--- src/rtl/uio_sum_serial_tx_if.sv ---
// uio_sum_serial_tx_if: operand, control and uio pin bundle between a host and uio_sum_serial_tx
interface uio_sum_serial_tx_if #(parameter int DATA_W = 8);
   logic [DATA_W-1:0] a_in;
   logic [DATA_W-1:0] b_in;
   logic              start;
   logic [7:0]        uio_in;
   logic [7:0]        uio_out;
   logic [7:0]        uio_oe;
   logic [DATA_W:0]   sum_out;
   logic              busy;
   logic              done;
   logic              err;
   modport master (output a_in, b_in, start, uio_in, input uio_out, uio_oe, sum_out, busy, done, err);
   modport slave (input a_in, b_in, start, uio_in, output uio_out, uio_oe, sum_out, busy, done, err);
endinterface

--- src/rtl/uio_sum_serial_tx.sv ---
// uio_sum_serial_tx: latches a_in+b_in on start, shifts it LSB-first on uio pins, then waits for ack on uio_in[7]
// Defining UIO_TX_PARITY_EN appends an even-parity bit after the carry bit.
module uio_sum_serial_tx #(
   parameter int DATA_W = 8,
   parameter int CLK_DIV = 4,
   parameter int ACK_TIMEOUT = 64
) (
   input logic clk,
   input logic rst,
   uio_sum_serial_tx_if.slave bus
);
`ifdef UIO_TX_PARITY_EN
   localparam int NB = DATA_W + 2;
`else
   localparam int NB = DATA_W + 1;
`endif
   localparam int PW = $clog2(CLK_DIV);
   localparam int BW = $clog2(NB);
   localparam int TW = $clog2(ACK_TIMEOUT + 1);
   localparam logic [PW-1:0] PH_LAST = PW'(CLK_DIV - 1);
   localparam logic [PW-1:0] PH_HALF = PW'(CLK_DIV / 2);
   localparam logic [BW-1:0] BIT_LAST = BW'(NB - 1);
   localparam logic [TW-1:0] TO_LAST = TW'(ACK_TIMEOUT - 1);
   typedef enum logic [1:0] {IDLE, SHIFT, WAIT_ACK} state_t;
   state_t state;
   logic [NB-1:0] shreg;
   logic [PW-1:0] phase;
   logic [BW-1:0] bit_idx;
   logic [TW-1:0] tcnt;
   logic [1:0] ack_sync;
   logic sdata, sclk, frame, oe;
   logic [DATA_W:0] sum;
   logic [NB-1:0] payload;
   assign sum = {1'b0, bus.a_in} + {1'b0, bus.b_in};
`ifdef UIO_TX_PARITY_EN
   assign payload = {^sum, sum};
`else
   assign payload = sum;
`endif
   assign bus.uio_out = {5'b0, frame, sclk, sdata};
   assign bus.uio_oe = {5'b0, {3{oe}}};
   always_ff @(posedge clk or posedge rst) begin
      if (rst) begin
         state <= IDLE;
         shreg <= '0;
         phase <= '0;
         bit_idx <= '0;
         tcnt <= '0;
         ack_sync <= '0;
         sdata <= 1'b0;
         sclk <= 1'b0;
         frame <= 1'b0;
         oe <= 1'b0;
         bus.sum_out <= '0;
         bus.busy <= 1'b0;
         bus.done <= 1'b0;
         bus.err <= 1'b0;
      end else begin
         ack_sync <= {ack_sync[0], bus.uio_in[7]};
         bus.done <= 1'b0;
         case (state)
            IDLE: if (bus.start && !bus.done) begin
               state <= SHIFT;
               shreg <= payload;
               bus.sum_out <= sum;
               bus.err <= 1'b0;
               bus.busy <= 1'b1;
               oe <= 1'b1;
               frame <= 1'b1;
               sdata <= payload[0];
               sclk <= 1'b0;
               phase <= '0;
               bit_idx <= '0;
            end
            SHIFT: if (phase == PH_LAST) begin
               phase <= '0;
               sclk <= 1'b0;
               if (bit_idx == BIT_LAST) begin
                  state <= WAIT_ACK;
                  frame <= 1'b0;
                  sdata <= 1'b0;
                  tcnt <= '0;
               end else begin
                  bit_idx <= bit_idx + 1'b1;
                  shreg <= shreg >> 1;
                  sdata <= shreg[1];
               end
            end else begin
               phase <= phase + 1'b1;
               sclk <= (phase + 1'b1) >= PH_HALF;
            end
            // a synced ack in the same cycle as the timeout still counts as success
            WAIT_ACK: if (ack_sync[1] || tcnt == TO_LAST) begin
               state <= IDLE;
               bus.done <= 1'b1;
               bus.err <= !ack_sync[1];
               bus.busy <= 1'b0;
               oe <= 1'b0;
            end else begin
               tcnt <= tcnt + 1'b1;
            end
            default: state <= IDLE;
         endcase
      end
   end
endmodule
--- src/flat_wrapper.sv ---
// flat-port wrapper written by rule: the top's interface ports become plain ports
module uio_sum_serial_tx_flat 
#(
   parameter int DATA_W = 8,
   parameter int CLK_DIV = 4,
   parameter int ACK_TIMEOUT = 64
)
  (clk, rst, bus_a_in, bus_b_in, bus_start, bus_uio_in, bus_uio_out, bus_uio_oe, bus_sum_out, bus_busy, bus_done, bus_err);
  uio_sum_serial_tx_if #(.DATA_W(DATA_W)) bus_i ();
  input logic clk;
  input logic rst;
  input wire logic [$bits(bus_i.a_in)-1:0] bus_a_in;
  input wire logic [$bits(bus_i.b_in)-1:0] bus_b_in;
  input wire logic [$bits(bus_i.start)-1:0] bus_start;
  input wire logic [$bits(bus_i.uio_in)-1:0] bus_uio_in;
  output wire logic [$bits(bus_i.uio_out)-1:0] bus_uio_out;
  output wire logic [$bits(bus_i.uio_oe)-1:0] bus_uio_oe;
  output wire logic [$bits(bus_i.sum_out)-1:0] bus_sum_out;
  output wire logic [$bits(bus_i.busy)-1:0] bus_busy;
  output wire logic [$bits(bus_i.done)-1:0] bus_done;
  output wire logic [$bits(bus_i.err)-1:0] bus_err;
  assign bus_i.a_in = bus_a_in;
  assign bus_i.b_in = bus_b_in;
  assign bus_i.start = bus_start;
  assign bus_i.uio_in = bus_uio_in;
  assign bus_uio_out = bus_i.uio_out;
  assign bus_uio_oe = bus_i.uio_oe;
  assign bus_sum_out = bus_i.sum_out;
  assign bus_busy = bus_i.busy;
  assign bus_done = bus_i.done;
  assign bus_err = bus_i.err;
  uio_sum_serial_tx #(.DATA_W(DATA_W), .CLK_DIV(CLK_DIV), .ACK_TIMEOUT(ACK_TIMEOUT)) u_core (.clk(clk), .rst(rst), .bus(bus_i));
endmodule
--- config.mk ---
export PLATFORM = sky130hd
export DESIGN_NAME = uio_sum_serial_tx_flat
export DESIGN_NICKNAME = d
export VERILOG_FILES = /design/src/rtl/uio_sum_serial_tx_if.sv /design/src/rtl/uio_sum_serial_tx.sv /design/src/flat_wrapper.sv
export SDC_FILE = /design/constraint.sdc
export NUM_CORES = 1
export LEC_CHECK = 0
export CAP_MARGIN = 25
export CORE_AREA = 8 8 88 82
export DETAILED_ROUTE_END_ITERATION = 6
export DIE_AREA = 0 0 96 90
export PLACE_DENSITY_LB_ADDON = 0.25
export SETUP_SLACK_MARGIN = 0.05
export SYNTH_ARGS = -nofsm -noshare
export SYNTH_HDL_FRONTEND = slang
export SYNTH_SLANG_ARGS = --single-unit
--- constraint.sdc ---
create_clock -name clk -period 1.9 [get_ports clk]
set_input_delay 0.38 -clock clk [delete_from_list [all_inputs] [get_ports clk]]
set_output_delay 0.38 -clock clk [all_outputs]
set_load 0.02 [all_outputs]
==> flow_metrics.tcl, run 1 <==
set metrics [dict create \
    slew_violations 0 \
    holdWs_ns 0.351 \
    synth_seq_area_share 0.445 \
    p_per_area_mw_per_mm2 1110 \
    syn_avg_cell_area_um2 9.58 \
    antenna_found_initial 0 \
    h-tree-depth 2 \
    wl_met1_mm 2.27 \
    fin_total_pwr_mw 3.20 \
    cts_tree "done" \
    synth_top_cell_by_area "dfrtp_1" \
    drt-initial-drc-count 39 \
    synth_top_area_frac 0.445 \
    status "completed" \
    grt_max_degree 40 \
    route.met3.wl_um 272 \
    area_delta_synth_final_pct 31.7 \
    boundaryPins 55 \
    n_fill_cell 548 \
    start_util 0.376 \
    rsz0062_at_grt "false" \
    insertion_delay_ns 0.30 \
    synth_area_mm2 0.00219 \
    cts-root-buf "clkbuf_8" \
    max_freq_mhz 551 \
    crit_start "bus_b_in[2]" \
    die_area_mm2 0.00864 \
    synth_ff_type "dfrtp_1" \
    period_needed_ns 1.81 \
    maxCapViolations 0 \
    hold_viol_final 0 \
    cp_max_fo 3 \
    peakVddDrop_uv 562 \
    antenna_left 0 \
    detailed_place_hpwl_mm 3.42 \
    wl_mm 4.67 \
    drive_gt1_frac 0.179 \
    regArea_um2 976 \
    core_area_mm2 0.00584 \
    clk_pin_slew_ns 0.08 \
    route.met2.wl_mm 2.05 \
    p_leak_nw 1.38 \
    finalCritPeriodShare 0.955 \
    via_count 1739 \
    fin_setup_tns_ns 0 \
    grt_pass1_wl_mm 8.07 \
    final_nets 324 \
    fin_cells 357 \
    row_count 27 \
    gp_congestion 0.718 \
    hold_buffers 0 \
    top_layer "met4" \
    grt_pass1_vias 1806 \
    cts.sinks 39 \
    synth_cell_types 47 \
    postSynthCellCount 229 \
    io_buffers 37 \
    cts_buffer_depth 2 \
    drc 0 \
    ys.warnings.count 0 \
    dp_worst_setup_slack_ns -0.444 \
    first_pass_iters 4 \
    cp.required_ns 2.08 \
    min_from "u_core.ack_sync[0]" \
    synth-edff-count 0 \
    async_flop_share 1.00 \
    setup_ws_ns 0.0854 \
    dp_cells 347 \
    critPathLaunchType "primary input" \
    synth_seq_cells 39 \
    multi_input_area_mm2 0.00113 \
    end_kind "flip-flop" \
    die_x_um 96 \
    grt_use_total 0.115 \
    setup_viol 0 \
    viasPerCell 4.87 \
    path_class "primary input to flip-flop" \
    synthTopCellsByArea "dfrtp_1, ha_1, nand2_1" \
    finClkSkew_ns 0.00648 \
    grt_overflow 0 \
    antenna_cells 0 \
    die_h_um 90 \
    hold_path_class "flip-flop to flip-flop" \
    avgRoutedWirePerCell_um 13.1 \
    rr_startpoint "u_core.tcnt[0]" \
    cts_buffers 5 \
    arrival_ns 2.00 \
]
==> worst max-delay path, cell delays in order <==
cell and delay, ns:
clkdlybuf4s50_1 0.41, ha_1 0.31, o211ai_1 0.10, o21ai_2 0.22, a31oi_4 0.13, buf_4 0.15, a221o_1 0.29
==> state kept, by name (all words and copies together), names as in the netlist <==
register	cells
u_core.bit_idx	4
u_core.phase	2
u_core.tcnt	7
u_core.bus.err	1
u_core.state	2
u_core.sdata	1
u_core.oe	1
u_core.shreg	8
u_core.frame	1
u_core.bus.done	1
u_core.ack_sync	2
u_core.bus.sum_out	9
==> cell usage after synthesis, drive strengths merged, types with 5 or more instances <==
library cell,instances
o211ai,5
ha,12
a21oi,14
xor2,5
nand2,38
inv,9
nand3,6
dfrtp,39
nor2,16
a21o,5
o21ai,19
a31oi,7
buf,22
==> repair_timing <==
action,CTS,global route
buffers inserted,1,1
setup endpoints to repair,9,3
gates resized for setup,11,11
pin swaps,8,7
==> power breakdown <==
group          internal [mW]  switching (mW)  total (mW)  leakage [nW]
combinational          0.674           0.695        1.37         0.852
clock                  0.256           0.296       0.552        0.0412
sequential              1.10           0.186        1.28         0.490
==> metal layers <==
| metal | up-vias | GRT usage |
|---|---|---|
| li1 | 876 | - |
| met1 | 805 | 0.154 |
| met2 | 51 | 0.169 |
| met3 | 7 | 0.0324 |
| met4 | 0 | 0.0461 |
| met5 | - | 0 |
==> per-stage QoR <==
step / utilization / instance area (µm²)
6_report: 0.495 / 2890
5_1_grt: 0.495 / 2890
4_1_cts: 0.482 / 2820
3_5_place_dp: 0.461 / 2700
3_3_place_gp: 0.461 / 2700
2_1_floorplan: - / 2230
==> path summary, 6_finish.rpt <==
| check | slack [ns] | depth (start not counted) | to |
|---|---|---|---|
| max | 0.09 | 7 | u_core.bus.sum_out[7] |
| min | 0.35 | 0 | u_core.ack_sync[1] |
| max reg2reg | 0.25 | 7 | u_core.tcnt[1] |
| min reg2reg | 0.35 | 0 | u_core.ack_sync[1] |
| max in group asynchronous | 1.05 | 3 | u_core.bit_idx[1] |
| min in group asynchronous | 0.50 | 3 | u_core.bus.sum_out[7] |
==> layout make-up <==
cell class	count	area share
sequential	39	0.338
clock buffer	6	0.0251
tap	72	0.0312
inverter	9	0.0117
multi-input combinational	168	0.391
clock inverter	2	0.00433
timing repair buffer	61	0.199
==> logic make-up after synthesis <==
| family | synth area share |
|---|---|
| AOI/OAI and AO/OA | 0.174 |
| xor gates and xnor gates | 0.0239 |
| adders and majority gates | 0.0775 |
| buffers and inverters | 0.0929 |
| DFF | 0.445 |
| muxes | 0.00969 |
| other | 0.00171 |
| and+or+nand+nor | 0.175 |
==> layout by cell type (no fill, tap or decap), drive strengths merged, types with 5 or more instances in the layout <==
cell type      count
nor2              16
buf               24
dfrtp             39
dlymetal6s2s       6
o21ai             19
clkbuf             6
nand2             38
nand3              6
a31oi              7
inv                9
conb              10
a21oi             14
xor2               5
o211ai             5
clkdlybuf4s50     29
a21o               5
ha                12
Power figures use the tool's default switching activity.
==> inputs of run 2 (changes only) <==
- CORE_AREA: 8 8 88 82 -> 2 2 82 76
- DIE_AREA: 0 0 96 90 -> 0 0 84 78
==> flow_metrics.tcl, run 2 (same netlist as run 1, synthesis figures left out) <==
set metrics [dict create \
    critPathLaunchType "primary input" \
    status "completed" \
    grt_max_degree 40 \
    row_count 26 \
    n_fill_cell 516 \
    top_layer "met4" \
    hold_path_class "flip-flop to flip-flop" \
    min_from "u_core.ack_sync[0]" \
    grt_pass1_wl_mm 7.36 \
    die_x_um 84 \
    antenna_cells 0 \
    end_kind "flip-flop" \
    io_buffers 37 \
    die_h_um 78 \
    multi_input_area_mm2 0.00112 \
    clk_pin_slew_ns 0.08 \
    drt-initial-drc-count 80 \
    gp_congestion 0.771 \
    layout_commonest_cell "dfrtp_1" \
    insertion_delay_ns 0.29 \
    grt_use_total 0.141 \
    reg2regPathDepth 7 \
    cts-root-buf "clkbuf_8" \
    antenna_left 0 \
    rsz0062_at_grt "true" \
    cts_buffer_depth 2 \
    holdPathEnd "u_core.ack_sync[1]" \
    peakVddDrop_uv 492 \
    final_cell_mix "dfrtp_1, nand2_1, clkdlybuf4s50_1" \
    cts_buffers 5 \
    reg2reg_to "u_core.tcnt[1]" \
    start_util 0.390 \
    first_pass_iters 4 \
    p_per_area_mw_per_mm2 1150 \
    final_cell_area_mm2 0.00290 \
    hold_viol_final 0 \
    avgRoutedWirePerCell_um 12.1 \
    die_area_mm2 0.00655 \
    setup_viol 0 \
    viasPerCell 4.84 \
    area_delta_synth_final_pct 32.0 \
    boundaryPins 55 \
    antenna_found_initial 0 \
    maxCapViolations 0 \
    max_freq_mhz 556 \
    period_needed_ns 1.80 \
    largest_register "u_core.bus.sum_out" \
    drc 0 \
    grt_pass1_vias 1609 \
    path_class "primary input to flip-flop" \
    cts_tree "done" \
    cp.required_ns 2.08 \
    place_area_mm2 0.00270 \
    grt_overflow 0 \
    top_regs "u_core.bus.sum_out: 9 flops, u_core.shreg: 8 flops, u_core.tcnt: 7 flops" \
    detailed_place_hpwl_mm 3.20 \
    finalCritPeriodShare 0.946 \
    drive_gt1_frac 0.182 \
    p_leak_nw 1.37 \
    whs_path_depth 0 \
    core_area_mm2 0.00563 \
    route.met3.wl_um 244 \
    finClkSkew_ns 0.00734 \
    cts.sinks 39 \
    regArea_um2 976 \
    final_nets 324 \
    cp_max_fo 3 \
    h-tree-depth 2 \
    via_count 1719 \
    wl_met1_mm 2.17 \
    largest_reg_flops 9 \
    rr_startpoint "u_core.tcnt[0]" \
    arrival_ns 1.98 \
    reg2reg_slack_ns 0.25 \
    route.met2.wl_mm 1.82 \
    wl_mm 4.30 \
    holdWs_ns 0.352 \
    slew_violations 0 \
]
## run 2: cell count changes in the layout (fill, tap and decap cells not counted), moves of 2 or more
cell	change
clkdlybuf4s50_1	+2
dlygate4sd2_1	+2
dlymetal6s2s_1	-4
o21ai_0	-2
o21ai_1	+2
## run 2: report_power, final
group | internal, mW | total, mW | switching [mW]
combinational | 0.673 | 1.36 | 0.682
clock | 0.425 | 0.709 | 0.284
sequential | 1.10 | 1.28 | 0.184
## run 2: area by class of cell
type,count,area share
Multi-Input combinational cell,168,0.386
Sequential cell,39,0.337
Timing Repair Buffer,61,0.194
Tap cell,70,0.0302
Clock buffer,6,0.0285
Clock inverter,2,0.0121
Inverter,9,0.0117
## run 2: how the worst max path moves through the flow
stage	to	startpoint	slack, ns
floorplan	u_core.bus.sum_out[7]	bus_b_in[2]	0.17
global placement	u_core.bus.sum_out[7]	bus_b_in[1]	-0.42
detailed placement	u_core.shreg[6]	bus_b_in[0]	-0.47
CTS	u_core.shreg[7]	bus_b_in[2]	0.08
global route	u_core.shreg[7]	bus_b_in[4]	0.04
finish	u_core.bus.sum_out[7]	bus_b_in[4]	0.10
## run 2: stage by stage
step           setup WS, ns  TNS [ns]  power, mW  std cells   util
2_1_floorplan         0.166         0       2.15        238      -
3_5_place_dp         -0.471     -4.39       2.64        346  0.480
6_report              0.102         0       3.34        355  0.515
4_1_cts              0.0832         0       3.38        355  0.509
5_1_grt              0.0389         0       3.59        355  0.515
3_3_place_gp         -0.424     -3.89       2.61        346  0.480
## run 2: critical path: stages
cell	delay, ns
clkdlybuf4s50_1	0.41
ha_1	0.32
o211ai_1	0.11
o21ai_2	0.22
a31oi_4	0.12
buf_4	0.15
a221o_1	0.27
## run 2: metal layers
layer | GRT usage | up-vias
met3 | 0.0447 | 7
met2 | 0.210 | 51
met5 | 0 | -
met4 | 0.0468 | 0
li1 | - | 880
met1 | 0.194 | 781
## run 2: what timing repair did
item / CTS / global route
endpoints found under the setup margin: 9 / 6
pin swaps: 12 / 9
hold buffers: 0 / 0
resized for setup: 16 / 6
setup buffers: 1 / 0
==> inputs of run 3 (changes only) <==
- ABC_AREA: unset -> 1
- CORE_AREA: 2 2 82 76 -> 2 2 104 96
- DIE_AREA: 0 0 84 78 -> 0 0 106 98
==> flow_metrics.tcl, run 3 <==
set metrics [dict create \
    die_area_mm2 0.0104 \
    boundaryPins 55 \
    hold_path_class "flip-flop to flip-flop" \
    via_count 1885 \
    syn_avg_cell_area_um2 7.83 \
    p_per_area_mw_per_mm2 1150 \
    grt_pass1_wl_mm 8.27 \
    first_pass_iters 4 \
    rr_startpoint "u_core.bit_idx[0]" \
    use_met2 0.149 \
    cts_buffer_depth 2 \
    finClkSkew_ns 0.00789 \
    crit_slowest_cell "clkdlybuf4s50_1" \
    row_count 34 \
    crit_family "buffers and inverters" \
    cpMostUsedCell "nand2_1" \
    peakVddDrop_uv 378 \
    finalCritPeriodShare 0.906 \
    synth-edff-count 0 \
    cp_max_fo 3 \
    synthTopCellsByArea "dfrtp_1, nand2_1, ha_1" \
    drive_gt1_frac 0.136 \
    setup_viol 0 \
    synth_seq_area_share 0.428 \
    gp_congestion 0.728 \
    start_util 0.242 \
    cts_setup_buffers 0 \
    cts-root-buf "clkbuf_8" \
    antenna_left 0 \
    synth_ff_type "dfrtp_1" \
    viasPerCell 4.07 \
    core_area_mm2 0.00940 \
    dp_cells 455 \
    wl_mm 4.75 \
    top_regs "u_core.bus.sum_out: 9 flops, u_core.shreg: 8 flops, u_core.tcnt: 7 flops" \
    antenna_cells 0 \
    grt_use_met1 0.135 \
    drt-initial-drc-count 85 \
    max_freq_mhz 581 \
    rsz0062_at_grt "false" \
    period_needed_ns 1.72 \
    grt_max_degree 40 \
    synth_seq_cells 39 \
    grt_overflow 0 \
    antenna_found_initial 0 \
    area_delta_synth_final_pct 28.1 \
    end_kind "flip-flop" \
    max_stage_delay_ns 0.47 \
    crit_buf_inv 3 \
    whs_path_depth 0 \
    synth_top_cell_by_area "dfrtp_1" \
    min_from "u_core.ack_sync[0]" \
    maxCapViolations 0 \
    avgRoutedWirePerCell_um 10.3 \
    cts_tree "done" \
    clk_pin_slew_ns 0.08 \
    largest_reg_flops 9 \
    holdPathEnd "u_core.ack_sync[1]" \
    path_class "primary input to flip-flop" \
    fin_total_pwr_mw 3.36 \
    status "completed" \
    synth_top_area_frac 0.428 \
    reg2reg_to "u_core.tcnt[5]" \
    hold_buffers 0 \
    grt_pass1_vias 1781 \
    cp.required_ns 2.13 \
    die_h_um 98 \
    largest_register "u_core.bus.sum_out" \
    grt_use_total 0.0982 \
    cts_buffers 5 \
    postSynthCellCount 291 \
    busiest_layer "met2" \
    critPathLaunchType "primary input" \
    yosys.cell_count.top_type "nand2_1" \
    fin_cells 463 \
    cts.sinks 39 \
    p_leak_nw 1.45 \
    reg2regPathDepth 9 \
    async_flop_share 1.00 \
    ys.warnings.count 0 \
    final_nets 376 \
    grt.met3_usage 0.0307 \
    hold_viol_final 0 \
    synth_area_mm2 0.00228 \
    detailed_place_hpwl_mm 3.60 \
    crit_path_cell_trace "clkdlybuf4s50_1 -> inv_1 -> fa_2 -> inv_2 -> nand2_2 -> nand2_2 -> nand2_1 -> o31ai_2 -> nand2_1 -> nand2_1" \
    reg2reg_slack_ns 0.28 \
    layout_commonest_cell "nand2_1" \
    final_cell_mix "nand2_1, dfrtp_1, clkdlybuf4s50_1" \
    h-tree-depth 2 \
    die_x_um 106 \
    drc 0 \
    synth_cell_types 31 \
    insertion_delay_ns 0.29 \
    slew_violations 0 \
    arrival_ns 1.95 \
    io_buffers 37 \
    synth_common_cells "nand2_1, dfrtp_1, inv_1, nand3_1, nor2_1" \
]
-- run 3: worst max path at each step --
stage               slack [ns]               from  cells after the start                     to
finish                    0.18        bus_b_in[1]                     10  u_core.bus.sum_out[8]
global route              0.07  u_core.bit_idx[0]                      9         u_core.tcnt[5]
CTS                       0.05        bus_b_in[0]                     12        u_core.shreg[6]
detailed placement       -0.31        bus_b_in[0]                     11  u_core.bus.sum_out[8]
global placement         -0.29        bus_b_in[0]                     11        u_core.shreg[8]
floorplan                 0.32        bus_b_in[0]                     11        u_core.shreg[6]
-- run 3: cell type report --
cell class | instances | area [µm²]
clock buffer | 7 | 76.3
multi-input combinational | 202 | 1080
tap | 126 | 158
clock inverter | 1 | 5.00
sequential | 39 | 976
fill | 1006 | 6480
inverter | 38 | 143
timing repair buffer | 50 | 485
-- run 3: worst reg2reg max path, cell delays in order, from the launching register on --
cell and delay (ns):
dfrtp_1 0.39, inv_1 0.11, ha_1 0.15, nand3_1 0.13
nor3_2 0.18, inv_1 0.10, nand2_2 0.19, inv_1 0.12
nand2_1 0.07, o21ai_0 0.07
-- run 3: metrics by stage --
stage | util | area [µm²] | TNS (ns) | hold slack, ns | setup slack (ns)
global route | 0.311 | 2920 | 0 | 0.371 | 0.0741
finish | 0.311 | 2920 | 0 | 0.361 | 0.179
CTS | 0.307 | 2880 | 0 | 0.364 | 0.0530
floorplan | - | 2310 | 0 | 0.331 | 0.320
global placement | 0.297 | 2790 | -1.92 | 0.341 | -0.289
detailed placement | 0.297 | 2790 | -2.05 | 0.336 | -0.315
-- run 3: cell families after synthesis --
family          Yosys count  synth area share
other cells               1           0.00164
compound gates           32            0.0779
simple gates            143             0.271
fa+ha+maj                13            0.0746
xor+xnor                  4            0.0154
buf+inv                  59             0.132
flops                    39             0.428
-- run 3: what timing repair did --
action                                  4_1_cts  5_1_grt
resized for setup                             2       14
endpoints found under the setup margin        4        6
pin swaps                                     0        6
-- run 3: routing by layer --
layer / vias to the layer above / share of wire
met3: 5 / 0.050
met1: 858 / 0.50
met5: - / 0
met4: 0 / 0.0080
li1: 981 / -
met2: 41 / 0.44
-- run 3: power breakdown --
part | internal [mW] | total (mW) | switching (mW)
Combinational | 0.670 | 1.53 | 0.862
Sequential | 1.11 | 1.29 | 0.175
Clock | 0.258 | 0.542 | 0.284
